<file path="config.mk">
export PLATFORM = sky130hd
export DESIGN_NAME = e203_reset_seq
export DESIGN_NICKNAME = d
export VERILOG_FILES = /design/src/rtl/e203_reset_seq.sv
export SDC_FILE = /design/constraint.sdc
export NUM_CORES = 1
export LEC_CHECK = 0
export BUFFER_PORTS_ARGS = -buffer_cell sky130_fd_sc_hd__buf_2
export CAP_MARGIN = 5
export CORE_AREA = 2 2 44 46
export DETAILED_ROUTE_END_ITERATION = 10
export DIE_AREA = 0 0 46 48
export PLACE_DENSITY = 0.8
export SETUP_SLACK_MARGIN = 0.1
export SLEW_MARGIN = 30
export SYNTH_ARGS = -nofsm -noshare
export SYNTH_HDL_FRONTEND = slang
export SYNTH_SLANG_ARGS = --single-unit
export TNS_END_PERCENT = 5
</file>
<file path="constraint.sdc">
create_clock -name clk -period 2.1 [get_ports clk]
set_input_delay 0.105 -clock clk [delete_from_list [all_inputs] [get_ports clk]]
set_output_delay 0.105 -clock clk [all_outputs]
set_load 0.05 [all_outputs]
</file>
<file path="src/rtl/e203_reset_seq.sv">
// ----------------------------------------------------------------------------
// e203_reset_seq
// Reset sequencer that follows the core reset synchronizer. It holds every
// reset domain for HOLD_CYC cycles, then releases domain 0 (always-on/CLINT),
// memories, core and peripherals in order, STEP_CYC cycles apart. Warm-reset
// requests from the watchdog, debug module and software are merged into one
// re-sequence. test_mode hands the domain resets straight to rst_n for scan.
//
// Optional feature macro: E203_RESET_SEQ_CAUSE_EN
//   defined   : rst_cause records the winning requester (01 wdg, 10 dbg, 11 sw),
//               cleared to 00 (power-on) only by rst_n.
//   undefined : rst_cause is tied to 2'b00.
// ----------------------------------------------------------------------------
module e203_reset_seq #(
   parameter int N_DOM    = 4,
   parameter int HOLD_CYC = 16,
   parameter int STEP_CYC = 8
) (
   input  logic             clk,
   input  logic             rst_n,
   input  logic             test_mode,
   input  logic             wdg_rst_req,
   input  logic             dbg_rst_req,
   input  logic             sw_rst_req,
   output logic [N_DOM-1:0] dom_rst_n,
   output logic             rst_ack,
   output logic             seq_busy,
   output logic             seq_done,
   output logic [1:0]       rst_cause
);

   localparam int MAX_CYC = (HOLD_CYC > STEP_CYC) ? HOLD_CYC : STEP_CYC;
   localparam int CNT_W   = $clog2(MAX_CYC) + 1;
   localparam int IDX_W   = $clog2(N_DOM) + 1;

   localparam logic [CNT_W-1:0] HOLD_LAST = CNT_W'(HOLD_CYC - 1);
   localparam logic [CNT_W-1:0] STEP_LAST = CNT_W'(STEP_CYC - 1);
   localparam logic [IDX_W-1:0] IDX_LAST  = IDX_W'(N_DOM - 1);

   typedef enum logic [1:0] {
      ST_HOLD    = 2'b00,
      ST_RELEASE = 2'b01,
      ST_RUN     = 2'b10
   } state_t;

   state_t            state_r;
   state_t            state_nxt_s;
   logic [CNT_W-1:0]  cnt_r;
   logic [CNT_W-1:0]  cnt_nxt_s;
   logic [IDX_W-1:0]  idx_r;
   logic [IDX_W-1:0]  idx_nxt_s;
   logic [N_DOM-1:0]  dom_r;
   logic [N_DOM-1:0]  dom_nxt_s;
   logic              ack_r;
   logic              ack_nxt_s;
   logic              any_req_s;
   logic              accept_s;

   // In RUN any requester is taken; while sequencing only the watchdog may restart.
   assign any_req_s = wdg_rst_req | dbg_rst_req | sw_rst_req;
   assign accept_s  = (state_r == ST_RUN) ? any_req_s : wdg_rst_req;

   // Next-state logic: an accepted request always wins over the release schedule.
   always_comb begin
      state_nxt_s = state_r;
      cnt_nxt_s   = cnt_r;
      idx_nxt_s   = idx_r;
      dom_nxt_s   = dom_r;
      ack_nxt_s   = 1'b0;
      if (accept_s) begin
         state_nxt_s = ST_HOLD;
         cnt_nxt_s   = {CNT_W{1'b0}};
         idx_nxt_s   = {IDX_W{1'b0}};
         dom_nxt_s   = {N_DOM{1'b0}};
         ack_nxt_s   = 1'b1;
      end else begin
         case (state_r)
            ST_HOLD: begin
               if (cnt_r == HOLD_LAST) begin
                  dom_nxt_s[0] = 1'b1;
                  cnt_nxt_s    = {CNT_W{1'b0}};
                  idx_nxt_s    = IDX_W'(1);
                  state_nxt_s  = (N_DOM == 1) ? ST_RUN : ST_RELEASE;
               end else begin
                  cnt_nxt_s = cnt_r + CNT_W'(1);
               end
            end
            ST_RELEASE: begin
               if (cnt_r == STEP_LAST) begin
                  for (int i = 0; i < N_DOM; i++) begin
                     dom_nxt_s[i] = dom_r[i] | (idx_r == IDX_W'(i));
                  end
                  cnt_nxt_s   = {CNT_W{1'b0}};
                  idx_nxt_s   = idx_r + IDX_W'(1);
                  state_nxt_s = (idx_r == IDX_LAST) ? ST_RUN : ST_RELEASE;
               end else begin
                  cnt_nxt_s = cnt_r + CNT_W'(1);
               end
            end
            ST_RUN: begin
               state_nxt_s = ST_RUN;
            end
            default: begin
               state_nxt_s = ST_HOLD;
               cnt_nxt_s   = {CNT_W{1'b0}};
               idx_nxt_s   = {IDX_W{1'b0}};
               dom_nxt_s   = {N_DOM{1'b0}};
            end
         endcase
      end
   end

   // Sequencer state and output registers with synchronous active-low reset.
   always_ff @(posedge clk) begin
      if (!rst_n) begin
         state_r <= ST_HOLD;
         cnt_r   <= {CNT_W{1'b0}};
         idx_r   <= {IDX_W{1'b0}};
         dom_r   <= {N_DOM{1'b0}};
         ack_r   <= 1'b0;
      end else begin
         state_r <= state_nxt_s;
         cnt_r   <= cnt_nxt_s;
         idx_r   <= idx_nxt_s;
         dom_r   <= dom_nxt_s;
         ack_r   <= ack_nxt_s;
      end
   end

   // Scan bypass drives every domain from rst_n; status outputs stay FSM-driven.
   assign dom_rst_n = test_mode ? {N_DOM{rst_n}} : dom_r;
   assign rst_ack   = ack_r;
   assign seq_busy  = (state_r == ST_HOLD) || (state_r == ST_RELEASE);
   assign seq_done  = (state_r == ST_RUN);

`ifdef E203_RESET_SEQ_CAUSE_EN
   logic [1:0] cause_r;
   logic [1:0] cause_nxt_s;

   // Priority encode the winning requester: watchdog, then debug, then software.
   function automatic logic [1:0] cause_code(input logic wdg, input logic dbg);
      logic [1:0] code;
      if (wdg) begin
         code = 2'b01;
      end else if (dbg) begin
         code = 2'b10;
      end else begin
         code = 2'b11;
      end
      return code;
   endfunction

   // Record the cause only on the cycle a request is accepted.
   always_comb begin
      cause_nxt_s = cause_r;
      if (accept_s) begin
         cause_nxt_s = cause_code(wdg_rst_req, dbg_rst_req);
      end else begin
         cause_nxt_s = cause_r;
      end
   end

   // Cause register, cleared to power-on only by rst_n.
   always_ff @(posedge clk) begin
      if (!rst_n) begin
         cause_r <= 2'b00;
      end else begin
         cause_r <= cause_nxt_s;
      end
   end

   assign rst_cause = cause_r;
`else
   assign rst_cause = 2'b00;
`endif

endmodule

</file>
==> results by group, run 1 <==
Clock tree
  • Max Buffers Root-to-Sink: 2
  • Total clock sinks: 15
  • Number of buffers created by CTS: 3
  • Post-CTS Setup Repair Bufs: 0
  • CTS tree: built
  • # hold bufs at CTS: 0
  • H-tree lvl count: 1
  • Worst-path clk slew: approximately 90 ps
  • Clk_lat worst skew: 290 ps
  • CTS resizes: 0
  • Root buffer selected by CTS: clkbuf_4

STA
  • Worst slew pin tran: 613 ps
  • Max-slew violations: 0
  • Final Cycle Share: 0.852
  • Final setup fails: 0
  • Clk_skew: around 1.2 ps
  • FMAX: roughly 560 MHz
  • TNS Setup: 0 ps
  • Relative slew slack: 0.587
  • Min Tclk post-route: 1790 ps
  • Final hold vios: 0
  • RSZ-0062 raised after global routing: false

Place
  • HPWL Detailed: 1330 um
  • Dpl cells: 125
  • GP Congestion: 0.796
  • Placed cell areas: 907 sq um
  • PortBufs: 12

Floorplanning
  • Die W: 46 um
  • Die Span Y: between 40 and 50 um
  • FP Rows: 15
  • Die ar.: 0.00221 sq mm
  • Core area: approximately 0.0017 sq mm
  • I/O Pins: 15
  • Initial Util: 0.507

Routing
  • Max Used Layer: met4
  • Drt initial violations: 19
  • WL/cell: 13.5 um
  • DRC Markers: 0
  • Met2 wire length: 850 um
  • Pre-antenna DRT Iters: 4
  • Metal-1 WL: 777 um
  • Vias per cell: 5.74
  • Post-Route WL: 1750 um
  • Routed wl met3: 83 um
  • ANT nets after route: 0
  • Via total after detailed routing: 741

Logic synthesis
  • Cell taking the most area after synthesis: dfxtp_1
  • Post-synth design cell area: roughly 860 sq um
  • Seq cells post-synth: 15
  • Yosys warnings: 0
  • Avg Cell Area, Syn: 8.64 sq um
  • Library cells used by synthesis: 33
  • Top cells by area, synth: dfxtp_1 35%, ha_1 12%, inv_1 4.8%, a21oi_1 4.7%, nor2_1 4.4%
  • Post-synth top area share: 0.351
  • Syn Inst Count: 99
  • Post-synthesis sequential area ratio: 0.351

Min path
  • Hold_sp: rst_n
  • Min-Delay Path Class: in2reg

Critical path
  • Worst path arrival time: between 1500 and 2000 ps
  • Worst Path Required: 2270 ps
  • Slowest-stage cell, CP: dfxtp_1
  • Setup CP Type: reg2reg
  • Crit path launch type: register
  • CP max FO: 5
  • Cells along the critical path: ha_1, nand3_1, inv_1, ha_1, nor3_2, a211o_1, a32oi_1, nor2_1
  • Crit path from: cnt_r[0]$_SDFFE_PP0N_
  • Worst path bufs/invs: 1
  • CP endpoint kind: register
  • CP top delay family: compound AO/OA/AOI/OAI gates
  • FF-to-FF Start: cnt_r[0]$_SDFFE_PP0N_
  • CP max stage delay: 380 ps
  • CP most frequent cell: ha_1

Power
  • Maximum vdd drop: ~0.38 mV
  • PwrDens: 548 mW/mm^2
  • LEAKAGE: 0.358 nW

Job
  • Max-cap check violation count: 0

Layout
  • Commonest cells after routing, fill and taps aside: 15 x dfxtp_1, 12 x buf_2, 11 x inv_1
  • Final non-filler cell area: around 930 sq um
  • Layout Nets: 127
  • # diodes: 0
  • Commonest non-fill, non-tap cell in the layout: dfxtp_1
  • Finished Layout Cells: 129
  • Area growth from synthesis to layout: 9.06%
  • Share of layout cells above drive strength 1: 0.205

GRT
  • Vias in the first global route: 654
  • Congestion Overflow GR: 0
  • First-pass GRT wire length: about 2700 um
  • Gr usage total: 0.175
  • Antenna violations before repair: 0
  • Largest net degree at the start of global routing: 11

Outcome
  • Status: finished clean
## registers in the layout (all words and copies together) (netlist names)
register  flops
rst_ack       1
cnt_r         5
state_r       2
idx_r         3
dom_r         4
## worst paths after layout
| check | to | slack, ps | cells past startpoint |
|---|---|---|---|
| max reg2reg | idx_r[1]$_SDFFE_PP0P_ | 310 | 8 |
| max | idx_r[1]$_SDFFE_PP0P_ | 310 | 8 |
| min reg2reg | dom_r[3]$_SDFFE_PP0P_ | 460 | 2 |
| min | rst_ack$_SDFF_PN0_ | 40 | 2 |
## cell families after synthesis
kind of cell    Yosys count  share of synthesized area
buf+inv                  16                     0.0921
mux                       1                     0.0117
fa+ha+maj                 8                      0.117
flops                    15                      0.351
simple gates             31                      0.211
compound gates           27                      0.213
other cells               1                    0.00438
## where the power goes
group | internal [W] | leakage, nW | switching, W
Clock | 0.0000739 | 0.0150 | 0.0000962
Combinational | 0.0000122 | 0.222 | 0.0000404
Sequential | 0.000287 | 0.121 | 0.00000187
Total | 0.000373 | 0.358 | 0.000138
## synth_stat cells
master and count:
inv_2 1, nand3_1 7, o22a_2 1, buf_4 3, a31oi_1 1, a211o_1 1, a221oi_1 2, and4bb_2 1
o21ai_0 6, dfxtp_1 15, nand2b_4 1, nand2_1 3, o21a_1 2, nor2b_1 1, nor3_2 1, o32a_1 1
nor2_1 10, a22oi_1 1, nand4bb_1 1, a21oi_1 8, a211oi_2 1, nand3b_1 1, buf_6 1, mux2i_1 1
and3_1 1, o21ai_2 1, ha_1 8, nor3_1 3, o211ai_1 1, conb_1 1, inv_1 11, nor2b_4 1
a32oi_1 1
## worst register-to-register path, stage by stage (launching register included)
cell and delay, ps:
dfxtp_1 380, ha_1 240, nand3_1 120, inv_1 80
ha_1 220, nor3_2 70, a211o_1 340, a32oi_1 160
nor2_1 60
## layout make-up
type,count,area [sq um]
multi-input combinational,69,480
sequential,15,300
fill,150,756
clock buffer,4,26.3
tap,17,21.3
timing repair buffer,12,60.1
inverter,12,45.0
## metal layers
metal  vias to the layer above  global-route usage
li1                        371                   -
met1                       342               0.198
met2                        23               0.306
met3                         5              0.0453
met4                         0              0.0857
met5                         -                   0
## metrics by stage
| step | util | power (W) | hold slack (ps) | setup WS [ps] |
|---|---|---|---|---|
| 2_1_floorplan | - | 0.000337 | 222 | 520 |
| 3_3_place_gp | 0.537 | 0.000347 | 330 | 410 |
| 3_5_place_dp | 0.537 | 0.000348 | 338 | 348 |
| 4_1_cts | 0.553 | 0.000512 | 38.8 | 326 |
| 5_1_grt | 0.553 | 0.000526 | 41.4 | 177 |
| 6_report | 0.553 | 0.000512 | 36.4 | 312 |
(Power assumes the default switching activity.)
==> run 2, diff against run 1 <==
- CORE_AREA: 2 2 44 46 -> 2 2 43 45
- CTS_BUF_LIST: default -> sky130_fd_sc_hd__clkbuf_4
- DIE_AREA: 0 0 46 48 -> 0 0 45 47
- PLACE_DENSITY: 0.8 -> 0.83
==> results by group, run 2 (synthesis results as in run 1) <==
STA
  • Final Cycle Share: 0.852
  • Final hold vios: 0
  • Final setup fails: 0
  • Worst Slack Setup Final: 310 ps
  • FMAX: 559 MHz
  • WHS: 24.9 ps
  • TNS Setup: 0 ps
  • Relative slew slack: 0.574
  • Clk_skew: 5.18 ps
  • RSZ-0062 raised after global routing: false
  • Worst slew pin tran: between 600 and 700 ps
  • Min Tclk post-route: between 1500 and 2000 ps
  • Max-slew violations: 0

Min path
  • Min-Delay Path Class: in2reg
  • WHS Path Cells: 2

Critical path
  • CP top delay family: compound AO/OA/AOI/OAI gates
  • Slowest-stage cell, CP: dfxtp_1
  • CP max FO: 5
  • Worst path arrival time: ~2000 ps
  • CP max stage delay: between 300 and 400 ps
  • R2R depth: 8
  • Setup CP Type: reg2reg
  • Cells along the critical path: ha_1, nand3_1, inv_1, ha_1, nor3_2, a211o_1, a32oi_1, nor2_1
  • Crit path launch type: register
  • Worst Path Required: 2280 ps
  • Worst path bufs/invs: 1
  • CP endpoint kind: register
  • CP most frequent cell: ha_1
  • WP depth: 8

Routing
  • ANT nets after route: 0
  • Drt initial violations: 11
  • Post-Route WL: 1680 um
  • DRC Markers: 0
  • Vias per cell: 5.51
  • WL/cell: 13.0 um
  • Pre-antenna DRT Iters: 4
  • Via total after detailed routing: slightly above 700

Clock tree
  • H-tree lvl count: 1
  • # hold bufs at CTS: 0
  • CTS resizes: 0
  • Clk_lat worst skew: 290 ps
  • Post-CTS Setup Repair Bufs: 0
  • Total clock sinks: 15
  • Max Buffers Root-to-Sink: 2
  • Number of buffers created by CTS: 3
  • CTS tree: built
  • Root buffer selected by CTS: clkbuf_4
  • Worst-path clk slew: roughly 90 ps

Layout
  • Area growth from synthesis to layout: 9.21%
  • # diodes: 0
  • Commonest non-fill, non-tap cell in the layout: dfxtp_1
  • Share of layout cells above drive strength 1: 0.214
  • Most flop-heavy register: cnt_r
  • Number of flip-flops in the largest register: 5
  • Layout Nets: 127
  • Commonest cells after routing, fill and taps aside: 15 x dfxtp_1, 12 x buf_2, 11 x inv_1
  • Largest regs: cnt_r: 5 flops, dom_r: 4 flops, idx_r: 3 flops

GRT
  • Largest net degree at the start of global routing: 11
  • Antenna violations before repair: 0
  • Gr usage total: 0.188
  • First-pass GRT wire length: 2770 um
  • Vias in the first global route: 641
  • Congestion Overflow GR: 0

Outcome
  • Status: finished clean

Floorplanning
  • FP Rows: 15
  • I/O Pins: 15
  • Die Span Y: 47 um
  • Die W: 45 um
  • Initial Util: 0.518
  • Die ar.: 0.00212 sq mm
  • Core area: 0.00165 sq mm

Power
  • LEAKAGE: 0.361 nW
  • Maximum vdd drop: 0.278 mV
  • PwrDens: 544 mW/mm^2

Place
  • Worst slack, placed: ~340 ps
  • GP Congestion: 0.789
  • PortBufs: 12
  • HPWL Detailed: about 1200 um

Job
  • Max-cap check violation count: 0
run 2: cell count changes in the layout (fill, tap and decap cells not counted), sizes merged:
cell,change
clkinv,+1
clkbuf,-1
run 2: layout make-up:
type / count / area, sq um
clock buffer: 3 / 22.5
clock inverter: 1 / 5.00
fill: 145 / 717
inverter: 12 / 45.0
multi-input combinational: 69 / 480
sequential: 15 / 300
tap: 17 / 21.3
timing repair buffer: 12 / 60.1
run 2: metal layers:
layer / track usage / vias to the layer above / wire length, um
met5: 0 / - / 0
met4: 0.124 / 0 / 43
met3: 0.0346 / 5 / 71
met2: 0.300 / 16 / 811
met1: 0.233 / 319 / 755
li1: - / 371 / -
run 2: report_power, final:
group          switching [W]  internal (W)
Combinational      0.0000400     0.0000123
Sequential        0.00000184      0.000287
Clock              0.0000961     0.0000711
Total               0.000138      0.000371
run 2: per-stage QoR:
step | power, W | util | instance area, sq um | cells
floorplan | 0.000337 | - | 860 | 100
global placement | 0.000347 | 0.549 | 907 | 125
detailed placement | 0.000348 | 0.549 | 907 | 125
CTS | 0.000517 | 0.566 | 935 | 129
global route | 0.000527 | 0.566 | 935 | 129
finish | 0.000508 | 0.566 | 935 | 129
run 2: final timing paths:
path | endpoint | slack [ps] | startpoint
setup / recovery | idx_r[1]$_SDFFE_PP0P_ | 310 | cnt_r[0]$_SDFFE_PP0N_
hold / removal | rst_ack$_SDFF_PN0_ | 20 | wdg_rst_req
setup reg to reg | idx_r[1]$_SDFFE_PP0P_ | 310 | cnt_r[0]$_SDFFE_PP0N_
hold reg to reg | dom_r[2]$_SDFFE_PP0P_ | 450 | dom_r[2]$_SDFFE_PP0P_
==> run 3, diff against run 2 <==
- HOLD_SLACK_MARGIN: default -> 0.06
==> results by group, run 3 (synthesis results as in run 1) <==
Critical path
  • Worst path arrival time: between 1500 and 2000 ps
  • Crit path launch type: register
  • Setup CP Type: reg2reg
  • Worst Path Required: 2280 ps
  • CP max stage delay: around 370 ps
  • R2R depth: 8
  • Slowest-stage cell, CP: dfxtp_1
  • CP endpoint kind: register
  • WP depth: 8
  • Cells along the critical path: ha_1, nand3_1, inv_1, ha_1, nor3_2, a211o_1, a32oi_1, nor2_1
  • CP top delay family: compound AO/OA/AOI/OAI gates
  • Worst path bufs/invs: 1
  • CP most frequent cell: ha_1
  • CP max FO: 5

Floorplanning
  • Die ar.: 0.00212 sq mm
  • FP Rows: 15
  • Initial Util: 0.518
  • Die Span Y: 47 um
  • Die W: 45 um
  • I/O Pins: 15
  • Core area: 0.00165 sq mm

STA
  • Worst slew pin tran: 642 ps
  • WHS: roughly 330 ps
  • Worst Slack Setup Final: 305 ps
  • Clk_skew: 5.17 ps
  • RSZ-0062 raised after global routing: false
  • Final setup fails: 0
  • Final Cycle Share: 0.855
  • FMAX: 557 MHz
  • Final hold vios: 0
  • TNS Setup: 0 ps
  • Min Tclk post-route: 1800 ps
  • Relative slew slack: 0.567
  • Max-slew violations: 0

Layout
  • Number of flip-flops in the largest register: 5
  • Final non-filler cell area: 955 sq um
  • # diodes: 0
  • Share of layout cells above drive strength 1: 0.211
  • Commonest non-fill, non-tap cell in the layout: dfxtp_1
  • Finished Layout Cells: around 130
  • Commonest cells after routing, fill and taps aside: 15 x dfxtp_1, 12 x buf_2, 11 x inv_1
  • Layout Nets: 129
  • Area growth from synthesis to layout: 11.5%
  • Most flop-heavy register: cnt_r
  • Largest regs: cnt_r: 5 flops, dom_r: 4 flops, idx_r: 3 flops

Place
  • PortBufs: 12
  • Placed cell areas: about 910 sq um
  • Worst slack, placed: about 340 ps
  • HPWL Detailed: 1250 um
  • Dpl cells: 125
  • GP Congestion: between 0.7 and 0.8

GRT
  • Antenna violations before repair: 0
  • Gr usage total: 0.193
  • Largest net degree at the start of global routing: 11
  • First-pass GRT wire length: between 2000 and 3000 um
  • Congestion Overflow GR: 0
  • Vias in the first global route: 663

Outcome
  • Status: finished clean

Routing
  • Post-Route WL: approximately 1700 um
  • DRC Markers: 0
  • Via total after detailed routing: 735
  • Vias per cell: 5.61
  • Pre-antenna DRT Iters: 4
  • Drt initial violations: 10
  • ANT nets after route: 0
  • WL/cell: 13.1 um

Power
  • LEAKAGE: 0.371 nW
  • PwrDens: 536 mW/mm^2
  • Maximum vdd drop: 0.278 mV

Clock tree
  • Number of buffers created by CTS: 3
  • Max Buffers Root-to-Sink: 2
  • Root buffer selected by CTS: clkbuf_4
  • Worst-path clk slew: 90 ps
  • Clk_lat worst skew: 290 ps
  • CTS resizes: 0
  • Post-CTS Setup Repair Bufs: 0
  • # hold bufs at CTS: 2
  • H-tree lvl count: 1
  • Total clock sinks: 15
  • CTS tree: built

Min path
  • Min-Delay Path Class: in2reg
  • WHS Path Cells: 4

Job
  • Max-cap check violation count: 0
run 3: cell count changes in the layout (fill, tap and decap cells not counted), sizes merged:
cell and change:
dlygate4sd3 +2
run 3: per-stage QoR:
| step | util | total power (W) |
|---|---|---|
| after global placement | 0.549 | 0.000347 |
| final | 0.578 | 0.000512 |
| after CTS | 0.578 | 0.000519 |
| after global routing | 0.578 | 0.000531 |
| after floorplan | - | 0.000337 |
| after detailed placement | 0.549 | 0.000348 |
run 3: routing by layer:
| metal | GRT usage | routed length, um |
|---|---|---|
| met4 | 0.124 | 43 |
| met5 | 0 | 0 |
| met2 | 0.311 | 814 |
| met1 | 0.238 | 791 |
| met3 | 0.0346 | 64 |
run 3: worst reg2reg max path, delay by kind of cell, from the launching register on:
| kind | cells | cell delay (ps) |
|---|---|---|
| AOI/OAI and AO/OA | 2 | 500 |
| adders and majority gates | 2 | 480 |
| DFF | 1 | 370 |
| and+or+nand+nor | 3 | 260 |
| buffers and inverters | 1 | 80 |
run 3: worst paths after layout:
path / from / endpoint / slack (ps)
max: cnt_r[0]$_SDFFE_PP0N_ / idx_r[1]$_SDFFE_PP0P_ / 300
min: rst_n / cnt_r[3]$_SDFFE_PP0N_ / 330
max reg2reg: cnt_r[0]$_SDFFE_PP0N_ / idx_r[1]$_SDFFE_PP0P_ / 300
min reg2reg: dom_r[2]$_SDFFE_PP0P_ / dom_r[2]$_SDFFE_PP0P_ / 450
run 3: layout make-up:
class | count | area, sq um
Fill cell | 142 | 697
Multi-Input combinational cell | 69 | 480
Sequential cell | 15 | 300
Timing Repair Buffer | 14 | 80.1
Inverter | 12 | 45.0
Clock buffer | 3 | 22.5
Tap cell | 17 | 21.3
Clock inverter | 1 | 5.00
run 3: power by group:
part	internal, W	switching (W)	leakage (nW)	total (W)
sequential	0.000287	0.00000182	0.121	0.000289
combinational	0.0000147	0.0000406	0.231	0.0000554
clock	0.0000711	0.0000962	0.0177	0.000167
total	0.000373	0.000139	0.371	0.000512
